## src/rtl/mem_initiator.sv

```systemverilog
// mem_initiator: turns datapath read/write/fetch requests into registered
// strobes for a two-port synchronous memory and captures the returned data.
// Port A serves mdr reads and writes; port B serves instruction fetches.
// Optional feature macro: MEM_INITIATOR_FETCH_EN compiles in the port-B fetch
// path; without it every port-B output is tied to zero.
module mem_initiator #(
    parameter int ADDR_W = 9,
    parameter int DATA_W = 9,
    parameter int RD_LAT = 1
) (
    input  logic              clk,
    input  logic              rst,
    input  logic              rd_req,
    input  logic              wr_req,
    input  logic              fetch_req,
    input  logic [ADDR_W-1:0] mar,
    input  logic [ADDR_W-1:0] pc,
    input  logic [DATA_W-1:0] mdr_in,
    output logic              wen_A,
    output logic              ren_A,
    output logic              ren_B,
    output logic [ADDR_W-1:0] addr_A,
    output logic [ADDR_W-1:0] addr_B,
    output logic [DATA_W-1:0] wdata_A,
    input  logic [DATA_W-1:0] rdata_A,
    input  logic [DATA_W-1:0] rdata_B,
    output logic [DATA_W-1:0] mdr_out,
    output logic [DATA_W-1:0] mbr_out,
    output logic              busy_A,
    output logic              busy_B,
    output logic              rd_done,
    output logic              wr_done,
    output logic              fetch_done,
    output logic              req_err
);

    // The wait state lasts RD_LAT cycles: read data becomes valid RD_LAT
    // edges after the edge that samples the read strobe, and is captured on
    // the edge closing the last wait cycle.
    localparam logic [2:0] LAST_WAIT = 3'(RD_LAT - 1);

    typedef enum logic [1:0] {A_IDLE, A_RD_ISSUE, A_RD_WAIT, A_WR_ISSUE} a_state_t;

    a_state_t          a_state_reg, a_state_next;
    logic [2:0]        a_cnt_reg, a_cnt_next;
    logic              a_capture;
    logic              a_accept;
    logic              wen_a_reg, ren_a_reg, busy_a_reg;
    logic              rd_done_reg, wr_done_reg, req_err_reg;
    logic [ADDR_W-1:0] addr_a_reg;
    logic [DATA_W-1:0] wdata_a_reg, mdr_out_reg;

    // Exactly one of rd_req/wr_req in IDLE starts an operation; both is an error.
    assign a_accept = (a_state_reg == A_IDLE) && (rd_req ^ wr_req);

    // Port A next-state logic; requests outside IDLE are simply not looked at.
    always_comb begin
        a_state_next = a_state_reg;
        a_cnt_next   = a_cnt_reg;
        a_capture    = 1'b0;
        case (a_state_reg)
            A_IDLE: begin
                if (rd_req && !wr_req)      a_state_next = A_RD_ISSUE;
                else if (wr_req && !rd_req) a_state_next = A_WR_ISSUE;
            end
            A_RD_ISSUE: begin
                a_state_next = A_RD_WAIT;
                a_cnt_next   = 3'd0;
            end
            A_RD_WAIT: begin
                if (a_cnt_reg == LAST_WAIT) begin
                    a_state_next = A_IDLE;
                    a_capture    = 1'b1;
                end else begin
                    a_cnt_next = a_cnt_reg + 3'd1;
                end
            end
            A_WR_ISSUE: a_state_next = A_IDLE;
            default:    a_state_next = A_IDLE;
        endcase
    end

    // Port A state and registered outputs, all decoded from the next state so
    // strobes and busy line up with the state they describe.
    always_ff @(posedge clk) begin
        if (rst) begin
            a_state_reg <= A_IDLE;
            a_cnt_reg   <= 3'd0;
            wen_a_reg   <= 1'b0;
            ren_a_reg   <= 1'b0;
            busy_a_reg  <= 1'b0;
            rd_done_reg <= 1'b0;
            wr_done_reg <= 1'b0;
            req_err_reg <= 1'b0;
            addr_a_reg  <= '0;
            wdata_a_reg <= '0;
            mdr_out_reg <= '0;
        end else begin
            a_state_reg <= a_state_next;
            a_cnt_reg   <= a_cnt_next;
            ren_a_reg   <= (a_state_next == A_RD_ISSUE);
            wen_a_reg   <= (a_state_next == A_WR_ISSUE);
            busy_a_reg  <= (a_state_next != A_IDLE);
            rd_done_reg <= a_capture;
            wr_done_reg <= (a_state_reg == A_WR_ISSUE);
            req_err_reg <= (a_state_reg == A_IDLE) && rd_req && wr_req;
            if (a_accept) begin
                addr_a_reg <= mar;
                if (wr_req) wdata_a_reg <= mdr_in;
            end
            if (a_capture) mdr_out_reg <= rdata_A;
        end
    end

    assign wen_A   = wen_a_reg;
    assign ren_A   = ren_a_reg;
    assign busy_A  = busy_a_reg;
    assign rd_done = rd_done_reg;
    assign wr_done = wr_done_reg;
    assign req_err = req_err_reg;
    assign addr_A  = addr_a_reg;
    assign wdata_A = wdata_a_reg;
    assign mdr_out = mdr_out_reg;

`ifdef MEM_INITIATOR_FETCH_EN
    typedef enum logic [1:0] {B_IDLE, B_F_ISSUE, B_F_WAIT} b_state_t;

    b_state_t          b_state_reg, b_state_next;
    logic [2:0]        b_cnt_reg, b_cnt_next;
    logic              b_capture;
    logic              ren_b_reg, busy_b_reg, fetch_done_reg;
    logic [ADDR_W-1:0] addr_b_reg;
    logic [DATA_W-1:0] mbr_out_reg;

    // Port B next-state logic: same read sequence as port A, fetch only.
    always_comb begin
        b_state_next = b_state_reg;
        b_cnt_next   = b_cnt_reg;
        b_capture    = 1'b0;
        case (b_state_reg)
            B_IDLE:    if (fetch_req) b_state_next = B_F_ISSUE;
            B_F_ISSUE: begin
                b_state_next = B_F_WAIT;
                b_cnt_next   = 3'd0;
            end
            B_F_WAIT: begin
                if (b_cnt_reg == LAST_WAIT) begin
                    b_state_next = B_IDLE;
                    b_capture    = 1'b1;
                end else begin
                    b_cnt_next = b_cnt_reg + 3'd1;
                end
            end
            default:   b_state_next = B_IDLE;
        endcase
    end

    // Port B state and registered outputs, independent of port A.
    always_ff @(posedge clk) begin
        if (rst) begin
            b_state_reg    <= B_IDLE;
            b_cnt_reg      <= 3'd0;
            ren_b_reg      <= 1'b0;
            busy_b_reg     <= 1'b0;
            fetch_done_reg <= 1'b0;
            addr_b_reg     <= '0;
            mbr_out_reg    <= '0;
        end else begin
            b_state_reg    <= b_state_next;
            b_cnt_reg      <= b_cnt_next;
            ren_b_reg      <= (b_state_next == B_F_ISSUE);
            busy_b_reg     <= (b_state_next != B_IDLE);
            fetch_done_reg <= b_capture;
            if (b_state_reg == B_IDLE && fetch_req) addr_b_reg <= pc;
            if (b_capture) mbr_out_reg <= rdata_B;
        end
    end

    assign ren_B      = ren_b_reg;
    assign busy_B     = busy_b_reg;
    assign fetch_done = fetch_done_reg;
    assign addr_B     = addr_b_reg;
    assign mbr_out    = mbr_out_reg;
`else
    // Fetch path absent: port B is quiet and its inputs are intentionally unused.
    logic unused_fetch;
    assign unused_fetch = ^{fetch_req, pc, rdata_B};
    assign ren_B      = 1'b0;
    assign busy_B     = 1'b0;
    assign fetch_done = 1'b0;
    assign addr_B     = '0;
    assign mbr_out    = '0;
`endif

endmodule

```

## config.mk

```make
export PLATFORM = sky130hd
export DESIGN_NAME = mem_initiator
export DESIGN_NICKNAME = d
export VERILOG_FILES = /design/src/rtl/mem_initiator.sv
export SDC_FILE = /design/constraint.sdc
export NUM_CORES = 1
export LEC_CHECK = 0
export ABC_CLOCK_PERIOD_IN_PS = 2100
export CAP_MARGIN = 15
export CORE_UTILIZATION = 35
export CTS_BUF_LIST = sky130_fd_sc_hd__clkbuf_8
export CTS_CLUSTER_SIZE = 16
export DETAILED_ROUTE_END_ITERATION = 10
export PLACE_DENSITY = 0.87
export SYNTH_ARGS = -nofsm -noshare
export SYNTH_HDL_FRONTEND = slang
export SYNTH_SLANG_ARGS = --single-unit
```

## constraint.sdc

```tcl
create_clock -name clk -period 2.1 [get_ports clk]
set_clock_uncertainty 0.1 [all_clocks]
set_input_delay 0.42 -clock clk [delete_from_list [all_inputs] [get_ports clk]]
set_output_delay 0.42 -clock clk [all_outputs]
set_load 0.1 [all_outputs]
```

==> results of run 1 <==
==> worst max-delay path by stage <==
stage | startpoint | end | cells after the start
floorplan | rd_req | wdata_A[0] | 6
global placement | rd_req | wdata_A[0] | 7
detailed placement | rd_req | wdata_A[2] | 7
CTS | rd_req | wdata_A[0] | 7
global route | rd_req | wdata_A[8] | 7
finish | rd_req | wdata_A[0] | 7
==> per-stage QoR <==
stage | instances | TNS [ns] | area, sq um | worst slack [ns] | hold WS (ns)
after global placement | 310 | -1.677 | 2190 | -0.1638 | 0.3434
after CTS | 318 | 0 | 2298 | 0.1120 | 0.3578
after global routing | 318 | 0 | 2298 | 0.04950 | 0.3808
final | 318 | 0 | 2298 | 0.1128 | 0.3553
after detailed placement | 310 | -2.092 | 2190 | -0.1956 | 0.3466
after floorplan | 215 | 0 | 1700 | 0.3053 | 0.3875
==> final cells by class <==
| class | instances | area (sq um) |
|---|---|---|
| fillers | 411 | 2116 |
| inverters | 5 | 18.77 |
| well taps | 52 | 65.06 |
| clock buffers | 5 | 68.82 |
| clock inverters | 3 | 40.04 |
| repair buffers | 74 | 630.6 |
| flip-flops and latches | 38 | 760.7 |
| multi-input cells | 141 | 714.4 |
==> cell usage after synthesis, drive strengths merged, types with 2 or more instances <==
cell    number  area share [%]
nor2b        2            0.77
nand2b       3             1.2
nor3         2             1.3
and2         3             1.2
inv          5             1.2
nand2       56              13
o32ai        2             1.1
nor2         6             1.4
buf         25              11
nand3        2            0.62
a221oi       2             1.1
clkbuf       6             1.4
a31oi        2            0.77
dfxtp       38              47
ha           4             3.1
a21oi       28             8.6
==> logic make-up (layout without fill, tap and decap cells) <==
| logic type | count (synthesis) | after routing | synth area share (%) |
|---|---|---|---|
| other | 1 | 21 | 0.2307 |
| and+or+nand+nor | 81 | 81 | 24.02 |
| adders and majority gates | 4 | 4 | 3.079 |
| DFF | 38 | 38 | 46.81 |
| buffers and inverters | 36 | 87 | 13.86 |
| AOI/OAI and AO/OA | 35 | 35 | 12.01 |
==> critical path, cell delays in order <==
cell,delay [ns]
clkdlybuf4s50_1,0.48
inv_1,0.06
ha_1,0.31
or4b_1,0.48
buf_4,0.19
nand2_1,0.07
a21oi_1,0.06
==> layer usage <==
metal,vias up,track usage (%),wire length (microns),part of all wire (%)
li1,734,-,-,-
met1,620,17.40,1437,43
met2,72,24.25,1588,47
met3,5,3.608,263,7.8
met4,0,8.667,74,2.2
met5,-,0,0,0
==> power groups by stage <==
stage	logic, mW	clock network, mW	registers, mW
after global placement	0.771	0	0.812
after floorplan	0.324	0	1.12
after CTS	0.777	0.626	0.797
after detailed placement	0.776	0	0.813
final	0.774	0.602	0.797
after global routing	0.807	0.665	0.804
==> results.sh, run 1 <==
export IMPL_critical_path_arrival_ns=2.06
export IMPL_endpoint_kind="flop"
export IMPL_fmax_mhz=503.2
export IMPL_cp_max_fo=9
export IMPL_pwr_share_seq_pct=36.7
export IMPL_grt_usage_pct=14.77
export IMPL_cts_sinks=38
export IMPL_postRouteWirelength_microns=3363
export IMPL_grt_pass1_wl_microns=5699
export IMPL_clockRootBuffer="clkbuf_8"
export IMPL_cp_data_required_time_ns=2.17
export IMPL_dp_hpwl_microns=2523
export IMPL_vias=1431
export IMPL_die_width_microns=70.15
export IMPL_post_cts_buffers=0
export IMPL_synthesis_area_sq_um=1625
export IMPL_reg2reg_from="a_state_reg[1]"
export IMPL_num_rows=24
export IMPL_p_leak_nw=1.001
export IMPL_routed_via_density=4.500
export IMPL_cap_violations=0
export IMPL_cts_tree="built"
export IMPL_hold_viol_final=0
export IMPL_grt_max_degree=16
export IMPL_cts_resized=0
export IMPL_htree_levels=2
export IMPL_path_class="in2reg"
export IMPL_final_common_cell="nand2_1"
export IMPL_final_cell_mix="nand2_1 (56), buf_4 (44), dfxtp_1 (38), clkdlybuf4s50_1 (30), a21oi_1 (28)"
export IMPL_cts_buffers=5
export IMPL_cts_buffer_depth=2
export IMPL_setup_viol=0
export IMPL_yosysUniqueCellTypes=28
export IMPL_run_status="finished, final reports clean"
export IMPL_synthCells=195
export IMPL_reg2reg_to="mdr_out[6]"
export IMPL_cts_hold_buf=0
export IMPL_rsz0062_at_grt="no"
export IMPL_grt_pass1_vias=1300
export IMPL_drt_iter0_markers=58
export IMPL_antenna_left=0
export IMPL_io_pins=104
export IMPL_die_h_microns=70.15
export IMPL_hold_path_end="addr_A[3]"
export IMPL_internal_power_mw=1.290
export IMPL_synth_area_per_cell_sq_um=8.335
export IMPL_p_switching_mw=0.8827
export IMPL_synth_ff_latch_count=38
export IMPL_drc=0
export IMPL_wl_per_cell_microns=10.58
export IMPL_drv_slew=0
export IMPL_min_from="addr_A[3]"
export IMPL_antenna_cells=0
export IMPL_synthArstFlopShare_pct=0
export IMPL_clk_pin_slew_ns=0.07
export IMPL_place_congestion=0.7942
export IMPL_p_per_area_nw_per_um2=945.4
export IMPL_numPortBuffers=63
export IMPL_final_util_pct=52.07
export IMPL_startpoint_type="primary input"
export IMPL_power_share_clock_pct=27.7
export IMPL_ff2ff_path_depth=4
export IMPL_drtPass1Iterations=4
export IMPL_yosysWarningCount=0
export IMPL_post_route_min_period_ns=1.987
export IMPL_p_total_mw=2.173
export IMPL_reg2reg_slack_ns=0.55
export IMPL_ys_seq_area_share_pct=46.81
export IMPL_combPwrFrac_pct=35.6
export IMPL_switching_share_pct=40.62
export IMPL_timing_final_crit_share_pct=94.63
export IMPL_clk_latency_ns=0.29
export IMPL_start_util_pct=36.82
export IMPL_antenna_found_initial=0
export IMPL_worst_hold_path_type="reg2reg"
export IMPL_hold_path_depth=2
export IMPL_die_area_sq_um=4920
export IMPL_synth_ff_type="dfxtp_1"
export IMPL_area_delta_synth_final_pct=41.42
export IMPL_peakVddDrop_mv=0.3707
export IMPL_gr_total_overflow=0
export IMPL_finalNetCount=319
export IMPL_synth_edf_count=0
export IMPL_drive_gt1_share_pct=20.68
export IMPL_placeableCoreArea_sq_um=4414
No activity file was read; power rests on OpenSTA's default activity.
==> run 2: changes to the inputs <==
--- a/config.mk
+++ b/config.mk
@@ -12,6 +12,7 @@
 export CTS_CLUSTER_SIZE = 16
 export DETAILED_ROUTE_END_ITERATION = 10
 export PLACE_DENSITY = 0.87
+export SKIP_CTS_REPAIR_TIMING = 1
 export SYNTH_ARGS = -nofsm -noshare
 export SYNTH_HDL_FRONTEND = slang
 export SYNTH_SLANG_ARGS = --single-unit
==> results of run 2 <==
The final DEF is identical to that of run 1; final timing and power are the same.
==> run 3: changes to the inputs <==
--- a/config.mk
+++ b/config.mk
@@ -12,6 +12,7 @@
 export CTS_CLUSTER_SIZE = 16
 export DETAILED_ROUTE_END_ITERATION = 10
 export PLACE_DENSITY = 0.87
+export SETUP_SLACK_MARGIN = 0.3
 export SKIP_CTS_REPAIR_TIMING = 1
 export SYNTH_ARGS = -nofsm -noshare
 export SYNTH_HDL_FRONTEND = slang
==> run 3 against run 2 <==
Core utilization grew 0.57 points. Non-clock buffer count is the same. Sequential share of layout area shrank 0.36 points. Largest cell class unchanged. Highest routed layer unchanged.
==> results.sh, run 3 (same netlist as run 1, synthesis figures left out) <==
export IMPL_run_status="finished, final reports clean"
export IMPL_final_cell_mix="nand2_1 (56), buf_4 (43), dfxtp_1 (38), a21oi_1 (28), clkdlybuf4s50_1 (28)"
export IMPL_antenna_found_initial=0
export IMPL_fill_cells=409
export IMPL_dpl_worst_slack_ns=-0.1956
export IMPL_place_congestion=0.7942
export IMPL_dp_hpwl_microns=2523
export IMPL_rsz0062_at_grt="no"
export IMPL_p_leak_nw=1.021
export IMPL_hold_path_depth=2
export IMPL_antenna_left=0
export IMPL_placeableCoreArea_sq_um=4414
export IMPL_min_from="addr_A[3]"
export IMPL_grt_pass1_vias=1300
export IMPL_cts_sinks=38
export IMPL_vias=1423
export IMPL_drive_gt1_share_pct=21.80
export IMPL_endpoint_kind="flop"
export IMPL_grt_max_degree=16
export IMPL_antenna_cells=0
export IMPL_routed_via_density=4.475
export IMPL_path_class="reg2reg"
export IMPL_reg2reg_to="mdr_out[6]"
export IMPL_peakVddDrop_mv=0.3683
export IMPL_die_h_microns=70.15
export IMPL_hold_path_end="addr_A[3]"
export IMPL_gr_total_overflow=0
export IMPL_drt_iter0_markers=54
export IMPL_ff2ff_path_depth=4
export IMPL_p_per_area_nw_per_um2=937.1
export IMPL_reg2reg_from="a_state_reg[1]"
export IMPL_cts_buffers=5
export IMPL_setup_ws_ns=0.5419
export IMPL_clockRootBuffer="clkbuf_8"
export IMPL_numPortBuffers=63
export IMPL_setup_viol=0
export IMPL_hold_viol_final=0
export IMPL_reg2reg_slack_ns=0.54
export IMPL_cts_tree="built"
export IMPL_wl_per_cell_microns=10.58
export IMPL_cts_buffer_depth=2
export IMPL_die_area_sq_um=4920
export IMPL_drv_slew=0
export IMPL_final_common_cell="nand2_1"
export IMPL_startpoint_type="flop"
export IMPL_start_util_pct=36.82
export IMPL_timing_final_crit_share_pct=74.19
export IMPL_grt_usage_pct=14.77
export IMPL_htree_levels=2
export IMPL_drtPass1Iterations=4
export IMPL_worstSetupStartpoint="a_state_reg[1]"
export IMPL_num_rows=24
export IMPL_die_width_microns=70.15
export IMPL_drc=0
export IMPL_cp_data_required_time_ns=2.18
export IMPL_cap_violations=0
export IMPL_fmax_mhz=641.8
export IMPL_clk_latency_ns=0.29
export IMPL_worst_hold_path_type="reg2reg"
export IMPL_area_delta_synth_final_pct=42.96
export IMPL_io_pins=104
export IMPL_setup_tns_final_ns=0
export IMPL_grt_pass1_wl_microns=5699
export IMPL_post_route_min_period_ns=1.558
export IMPL_critical_path_arrival_ns=1.63
export IMPL_finalNetCount=319
export IMPL_cp_max_fo=11
export IMPL_clk_pin_slew_ns=0.07
export IMPL_postRouteWirelength_microns=3363
==> run 3: stage by stage <==
| step | hold WS [ns] | instance area [sq um] | instances | util, % | total power [mW] |
|---|---|---|---|---|---|
| finish | 0.3557 | 2323 | 318 | 52.64 | 2.177 |
| CTS | 0.3578 | 2298 | 318 | 52.07 | 2.201 |
| detailed placement | 0.3466 | 2190 | 310 | 49.60 | 1.590 |
| global placement | 0.3434 | 2190 | 310 | 49.60 | 1.583 |
| global route | 0.3808 | 2323 | 318 | 52.64 | 2.281 |
| floorplan | 0.3875 | 1700 | 215 | - | 1.448 |
==> run 3: report_power, final <==
group          switching (mW)  total (mW)  internal (mW)
sequential             0.0287       0.797          0.768
clock                   0.252       0.601          0.349
combinational           0.603       0.779          0.177
total                   0.883        2.18           1.29
==> run 3: worst max path at each step <==
stage / to / slack [ns]
after floorplan: wdata_A[0] / 0.31
after global placement: wdata_A[0] / -0.16
after detailed placement: wdata_A[2] / -0.20
after CTS: wdata_A[0] / 0.11
after global routing: mdr_out[1] / 0.38
final: mdr_out[6] / 0.54
==> run 3: worst max-delay path, stage by stage (launching register included) <==
cell and delay (ns):
dfxtp_1 0.49, buf_4 0.23, nand4bb_1 0.37, nand2_1 0.18
a21oi_1 0.07
==> run 3: final cells by class <==
cell class                      count  area (sq um)  share of cell area (%)
Timing Repair Buffer               74         639.4                   27.52
Inverter                            5         18.77                  0.8078
Clock buffer                        5         68.82                   2.962
Tap cell                           52         65.06                   2.800
Clock inverter                      3         40.04                   1.723
Sequential cell                    38         760.7                   32.74
Multi-Input combinational cell    141         730.7                   31.45
==> run 3: per-layer routing <==
| layer | GRT usage [%] | vias to the layer above | share of wire [%] |
|---|---|---|---|
| met5 | 0 | - | 0 |
| met4 | 8.667 | 0 | 2.2 |
| met3 | 3.608 | 5 | 7.5 |
| met2 | 24.25 | 67 | 47 |
| met1 | 17.40 | 617 | 43 |
| li1 | - | 734 | - |
